`src/rtl/uart_rx_deser.sv`:
```
// UART 8N1 receive engine: 2-flop rx synchronizer, free-running 16x
// oversample tick, start/data/stop/break FSM and a one-deep holding register
// with overrun and frame-error reporting.
module uart_rx_deser #(
    parameter int NBITS   = 8,
    parameter int SB_TICK = 16,
    parameter int DVSR    = 163,
    parameter int DVSR_W  = 8
) (
    input  logic             clk,
    input  logic             reset,
    input  logic             rx,
    input  logic             rd_en,
    output logic [NBITS-1:0] rx_data,
    output logic             rx_valid,
    output logic             frame_err,
    output logic             overrun
);

    localparam int NW = (NBITS > 1) ? $clog2(NBITS) : 1;
    localparam logic [DVSR_W-1:0] TICK_LAST = DVSR_W'(DVSR - 1);
    localparam logic [3:0]        STOP_LAST = 4'(SB_TICK - 1);
    localparam logic [NW-1:0]     BIT_LAST  = NW'(NBITS - 1);

    typedef enum logic [2:0] {
        IDLE  = 3'd0,
        START = 3'd1,
        DATA  = 3'd2,
        STOP  = 3'd3,
        BRK   = 3'd4
    } state_t;

    logic              rx_meta_q, rx_meta_d;
    logic              rx_s_q, rx_s_d;
    logic [DVSR_W-1:0] cnt_q, cnt_d;
    logic              tick;
    state_t            state_q, state_d;
    logic [3:0]        s_q, s_d;
    logic [NW-1:0]     n_q, n_d;
    logic [NBITS-1:0]  shreg_q, shreg_d;
    logic              done, stop_bad;
    logic [NBITS-1:0]  rx_data_q, rx_data_d;
    logic              rx_valid_q, rx_valid_d;
    logic              frame_err_q, frame_err_d;
    logic              overrun_q, overrun_d;

    // Synchronizer inputs and free-running tick counter (never realigned to the start edge)
    always_comb begin
        rx_meta_d = rx;
        rx_s_d    = rx_meta_q;
        tick      = (cnt_q == TICK_LAST);
        cnt_d     = tick ? '0 : cnt_q + 1'b1;
    end

    // All state registers; the sync flops reset to the idle line level
    always_ff @(posedge clk or posedge reset) begin
        if (reset) begin
            rx_meta_q   <= 1'b1;
            rx_s_q      <= 1'b1;
            cnt_q       <= '0;
            state_q     <= IDLE;
            s_q         <= '0;
            n_q         <= '0;
            shreg_q     <= '0;
            rx_data_q   <= '0;
            rx_valid_q  <= 1'b0;
            frame_err_q <= 1'b0;
            overrun_q   <= 1'b0;
        end else begin
            rx_meta_q   <= rx_meta_d;
            rx_s_q      <= rx_s_d;
            cnt_q       <= cnt_d;
            state_q     <= state_d;
            s_q         <= s_d;
            n_q         <= n_d;
            shreg_q     <= shreg_d;
            rx_data_q   <= rx_data_d;
            rx_valid_q  <= rx_valid_d;
            frame_err_q <= frame_err_d;
            overrun_q   <= overrun_d;
        end
    end

    // Next-state logic: sample mid start bit, then every 16 ticks for data, then the stop bit
    always_comb begin
        state_d = state_q;
        s_d     = s_q;
        n_d     = n_q;
        shreg_d = shreg_q;
        case (state_q)
            IDLE: begin
                if (!rx_s_q) begin
                    state_d = START;
                    s_d     = '0;
                end
            end
            START: begin
                if (tick) begin
                    if (s_q == 4'd7) begin
                        s_d = '0;
                        n_d = '0;
                        // a start bit that is high again at mid-bit was a glitch
                        state_d = rx_s_q ? IDLE : DATA;
                    end else begin
                        s_d = s_q + 4'd1;
                    end
                end
            end
            DATA: begin
                if (tick) begin
                    if (s_q == 4'd15) begin
                        shreg_d = {rx_s_q, shreg_q[NBITS-1:1]};
                        s_d     = '0;
                        if (n_q == BIT_LAST) state_d = STOP;
                        else                 n_d = n_q + 1'b1;
                    end else begin
                        s_d = s_q + 4'd1;
                    end
                end
            end
            STOP: begin
                if (tick) begin
                    if (s_q == STOP_LAST) begin
                        s_d     = '0;
                        // a low stop bit parks in BRK so a held-low line reports once
                        state_d = rx_s_q ? IDLE : BRK;
                    end else begin
                        s_d = s_q + 4'd1;
                    end
                end
            end
            BRK: begin
                if (rx_s_q) state_d = IDLE;
            end
            default: state_d = IDLE;
        endcase
    end

    // FSM outputs: frame completion strobes at the stop-sample tick
    always_comb begin
        done     = (state_q == STOP) && tick && (s_q == STOP_LAST) &&  rx_s_q;
        stop_bad = (state_q == STOP) && tick && (s_q == STOP_LAST) && !rx_s_q;
    end

    // Holding register: load, drop-with-overrun, or read; a read in the completion clk keeps valid
    always_comb begin
        rx_data_d   = rx_data_q;
        rx_valid_d  = rx_valid_q;
        overrun_d   = overrun_q;
        frame_err_d = stop_bad;
        if (done) begin
            if (!rx_valid_q || rd_en) begin
                rx_data_d  = shreg_q;
                rx_valid_d = 1'b1;
            end else begin
                overrun_d = 1'b1;
            end
        end else if (rx_valid_q && rd_en) begin
            rx_valid_d = 1'b0;
            overrun_d  = 1'b0;
        end
    end

    assign rx_data   = rx_data_q;
    assign rx_valid  = rx_valid_q;
    assign frame_err = frame_err_q;
    assign overrun   = overrun_q;

endmodule

```
`config.mk`:
```
export PLATFORM = sky130hd
export DESIGN_NAME = uart_rx_deser
export DESIGN_NICKNAME = d
export VERILOG_FILES = /design/src/rtl/uart_rx_deser.sv
export SDC_FILE = /design/constraint.sdc
export NUM_CORES = 1
export LEC_CHECK = 0
export CAP_MARGIN = 10
export CORE_AREA = 2 2 63 65
export CTS_BUF_LIST = sky130_fd_sc_hd__clkbuf_8
export CTS_CLUSTER_DIAMETER = 80
export DETAILED_ROUTE_END_ITERATION = 10
export DIE_AREA = 0 0 65 67
export GPL_ROUTABILITY_DRIVEN = 0
export PLACE_DENSITY = 0.81
export SLEW_MARGIN = 20
export SYNTH_ARGS = -nofsm -noshare
export SYNTH_HDL_FRONTEND = slang
export SYNTH_SLANG_ARGS = --single-unit
```
`constraint.sdc`:
```
create_clock -name clk -period 4.2 [get_ports clk]
set_input_delay 0.42 -clock clk [delete_from_list [all_inputs] [get_ports clk]]
set_output_delay 0.42 -clock clk [all_outputs]
set_load 0.02 [all_outputs]
```
## Yosys cells after proc, flatten, opt, wreduce, memory -nomap -nowiden

Cells that the tools add are included.

- Register bits after elaboration: 39
- Bits in latches: 0
- RAM bits: 0
- Bits in read-only memories: 0
- Input bits: 4
- Output and inout bits: 11
- Word-level logic and storage cells: 85
- Memories: 0

- $add $sub $neg: 3
- $mul: 0
- Divide/modulo/power cells: 0
- $lt $le $gt $ge: 0
- Eq/ne operators: 21
- Shift-type cells: 0
- Muxes and demuxes: 30
- Bitwise operators: 0
- Reduce and logical (&&, ||, !) cells: 20

Operator list:

| operator | number |
|---|---|
| $mux W3 | 15 |
| $ne A2 B2 Y1 const B | 11 |
| $mux W4 | 5 |
| $pmux W3 S5 | 1 |
| $pmux W4 S3 | 1 |
| $reduce_and A9 Y1 | 1 |
| $add A8 B1 Y8 const B | 1 |
| $eq A8 B8 Y1 const B | 1 |
| $mux W8 | 1 |
| $eq A3 B2 Y1 const B | 2 |
| $eq A3 B3 Y1 const B | 2 |
| $pmux W3 S2 | 1 |
| $reduce_and A2 Y1 | 3 |
| $reduce_and A6 Y1 | 1 |
| $logic_and A1 B1 Y1 | 5 |
| $mux W1 | 5 |
| $add A4 B1 Y4 const B | 1 |
| $eq A4 B3 Y1 const B | 1 |
| $eq A4 B4 Y1 const B | 1 |
| $ne A2 B1 Y1 const B | 2 |
| $reduce_and A4 Y1 | 1 |
| $reduce_bool A2 Y1 | 2 |
| $add A3 B1 Y3 const B | 1 |
| $eq A3 B1 Y1 const B | 1 |
| other kinds (7) | 8 |

## Logic depth before layout (Yosys ltp)

- Depth after elaboration: 6
- Mapped depth: 7

## Worst setup path before layout

OpenSTA, ideal clock, no wires.

- Path type: reg-to-reg
- From: reg cnt_q[0]
- To: reg rx_data_q[0], in the netlist rx_data[0]
- Setup time: 125 ps
- Arrival: 1986 ps
- Setup slack: 2088 ps
- Cell stages (with the launch flop): 8
- Buffers on the path: 1
- Period minus slack after synthesis: 2112 ps
- Cells stage by stage: dfrtp_1 inv_1 ha_1 nand4b_1 or2_1 or4_4 buf_6 mux2_4

- Longest elaborated chain between the ends: 5

Ends and longest elaborated chain:

| element | line | text |
|---|---|---|
| from (decl) | 35 | `logic [DVSR_W-1:0] cnt_q, cnt_d;` |
| from (signal assigned) | 72 | `cnt_q <= cnt_d;` |
| $eq A8 B8 Y1 | 51 | `tick = (cnt_q == TICK_LAST);` |
| $logic_and A1 B1 Y1 (3 in a row) | 141 | `done = (state_q == STOP) && tick && (s_q == STOP_LAST) && rx_s_q;` |
| $reduce_and A2 Y1 (no source line) | - |  |
| to (signal assigned) | 77 | `rx_data_q <= rx_data_d;` |
| to (decl) | 42 | `logic [NBITS-1:0] rx_data_q, rx_data_d;` |

No other way between the ends.
A chain may end at the register's enable or synchronous reset.

## Worst setup path in the final report

- From: reg cnt_q[0]
- To: reg shreg_q[4]

- Longest elaborated chain between the ends: 2

Ends and longest elaborated chain:

| element | line | text |
|---|---|---|
| $eq A8 B8 Y1 | 51 |  |
| $reduce_and A3 Y1 (no source line) | - |  |
| to (signal assigned) | 76 | `shreg_q <= shreg_d;` |
| to (decl) | 40 | `logic [NBITS-1:0] shreg_q, shreg_d;` |

No other way between the ends.

==> flow_summary.yaml <==
worst_hold_path:
  hold_class: "reg2reg"
  min_delay_path_depth: 0
  whs_endpoint: "rx_s_q"
  hp-start: "rx_meta_q"
place:
  place_inst: 211
  place_ws_ps: 1540
  hpwl_um: 2350
  port_buffers: 14
critical_path:
  endpoint_kind: "register"
  cpPeakStageDelay_ps: 700
  rr_endpoint: "shreg_q[4]"
  rrSetupSlack_ps: 1520
  path_class: "reg2reg"
  cp.arrival_ps: 2860
  crit_chain: "inv_1 -> ha_1 -> nand4b_1 -> nor2_1 -> nand4_1 -> mux2_2"
  cp.required_ps: 4380
  cp-start-kind: "register"
  reg2reg_depth: 6
  cp-startpoint: "cnt_q[0]"
  crit_buf_inv: 1
  cp_max_fo: 12
  r2r_start: "cnt_q[0]"
  cpMaxStageDelayCell: "nor2_1"
  crit_family: "simple AND/OR/NAND/NOR gates"
yosys:
  ys_top_cells_by_count: "dfrtp_1, nor2_1, mux2_2, mux2_4, nand3_1"
  yosys.area.top_type_share_pct: 50.6
  synth_top_flop_cell: "dfrtp_1"
  ys_seq_elements: 39
  netlist-cell-type-count: 42
  synth_most_common_cell: "dfrtp_1"
  async_flop_share_pct: 100
  avgSynthCellArea_um2: 11.9
  synth-seq-area-share_pct: 53.5
  yosysWarningCount: 0
  synth_area_leader_cell: "dfrtp_1"
  synthTopCellsByArea: "dfrtp_1, mux2_4, mux2_2"
  synth-edff-count: 0
  synthesis.nets: 163
  netlist_instances: 154
  synth_area_um2: 1830
routing:
  num_vias: 1240
  vias_per_cell: 5.66
  wl_per_cell_um: 15.0
  antenna_left: 0
  wl_um: 3280
  drc_errors: 0
  drt-initial-drc-count: 81
  first_pass_iters: 4
power_and_ir_drop:
  total_leakage_power_nw: 1.02
  ir_drop_v: 0.000196
  p_per_area_nw_per_um2: 335
layout:
  antennaDiodeCount: 0
  fillers: 284
  fin_cells: 219
  drive_gt1_share_pct: 19.3
  areaGrowthSynthToFinish_pct: 16.1
  nNetsFinal: 179
floorplan:
  die_h_um: 67
  ios: 15
  dieArea_um2: 4360
  row_count: 22
  initial_core_util_pct: 50.7
  core-area_um2: 3610
  die_w_um: 65
grt:
  grt_max_degree: 22
  grt_pass1_vias: 1217
  grtUsageTotal_pct: 17.3
  grt-ovfl-total: 0
  grt_pass1_wl_um: 5640
  antenna_found_initial: 0
clocking:
  cts_tree: "done"
  clk_path_buf_depth: 2
  hold_buffers: 0
  clk_pin_slew_ps: 80
  cts_resized: 0
  post_cts_buffers: 0
  clk-insertion-delay-late_ps: 290
  root_buffer: "clkbuf_8"
  cts_made_buffers: 5
  htree_levels: 2
  clkSinkCount: 39
timing:
  timing.final.crit_share_pct: 63.8
  skew_ps: 6.83
  rsz0062_at_grt: "false"
  finalWorstPathRequiredPeriod_ps: 2680
  fin_ws_ps: 1520
  whs_ps: 363
  slew_headroom_pct: 46.0
  fmax_mhz: 373
  maxSlewViolCount: 0
  tns_ps: 0
  hold_viol: 0
  finalSetupViolCount: 0
  tightestPinTransition_ps: 806
run:
  maxCapViolations: 0
outcome:
  status: "finished, final reports clean"
## state kept, by name, indices dropped and copies added, names as in the netlist
| signal | flops |
|---|---|
| frame_err | 1 |
| shreg_q | 8 |
| s_q | 4 |
| rx_meta_q | 1 |
| overrun | 1 |
| cnt_q | 8 |
| n_q | 3 |
| rx_s_q | 1 |
| state_q | 3 |
| rx_data | 8 |
| rx_valid | 1 |
## report_power, final
part           internal (mW)  leakage [nW]  switching [mW]
Sequential             0.377         0.518         0.00132
Clock                  0.192        0.0612           0.131
Combinational        0.00352         0.437         0.00797
## per-stage QoR
step	power, mW	cell area, um^2	util, %
floorplan	0.392	1830	-
global placement	0.397	2010	55.7
detailed placement	0.398	2010	55.7
CTS	0.722	2120	58.9
global route	0.740	2120	58.9
finish	0.713	2120	58.9
## metal layers
metal	track usage, %	vias up	part of all wire (%)
li1	-	590	-
met1	20.7	609	43
met2	29.6	36	51
met3	4.56	5	4.8
met4	6.65	0	1.3
met5	0	-	0
## how the worst max path moves through the flow
stage                      end  slack, ps  cells past startpoint
finish              shreg_q[4]       1520                      6
global route        shreg_q[3]       1260                      6
CTS                 shreg_q[4]       1510                      6
detailed placement  shreg_q[2]       1540                      6
global placement    shreg_q[6]       1810                      6
floorplan           rx_data[0]       2090                      7
## cell type report
cell class	count	area [um^2]	area share [%]
flip-flops and latches	39	978	46.1
multi-input cells	103	798	37.6
repair buffers	15	148	6.95
clock buffers	6	82.6	3.89
well taps	48	60.1	2.83
clock inverters	2	35.0	1.65
inverters	6	22.5	1.06
## placed cells by master, fill, tap and decap left out, drive strengths merged, types with 5 or more instances in the layout
cell type      count
nor3               5
clkdlybuf4s50     14
nand3              7
ha                 5
dfrtp             37
nand2              5
a21oi              5
inv                6
nand2b             5
mux2              16
nor2              12
clkbuf             6
## logic make-up after synthesis
logic type               share of synthesized area, %
AND/OR/NAND/NOR                                  16.0
adder cells (fa/ha/maj)                          3.42
AO/OA/AOI/OAI                                    8.82
multiplexers                                     12.0
flip-flops                                       53.5
buffers and inverters                            2.87
XOR/XNOR                                         3.35
Note: power is estimated with default switching activity, not from simulation.
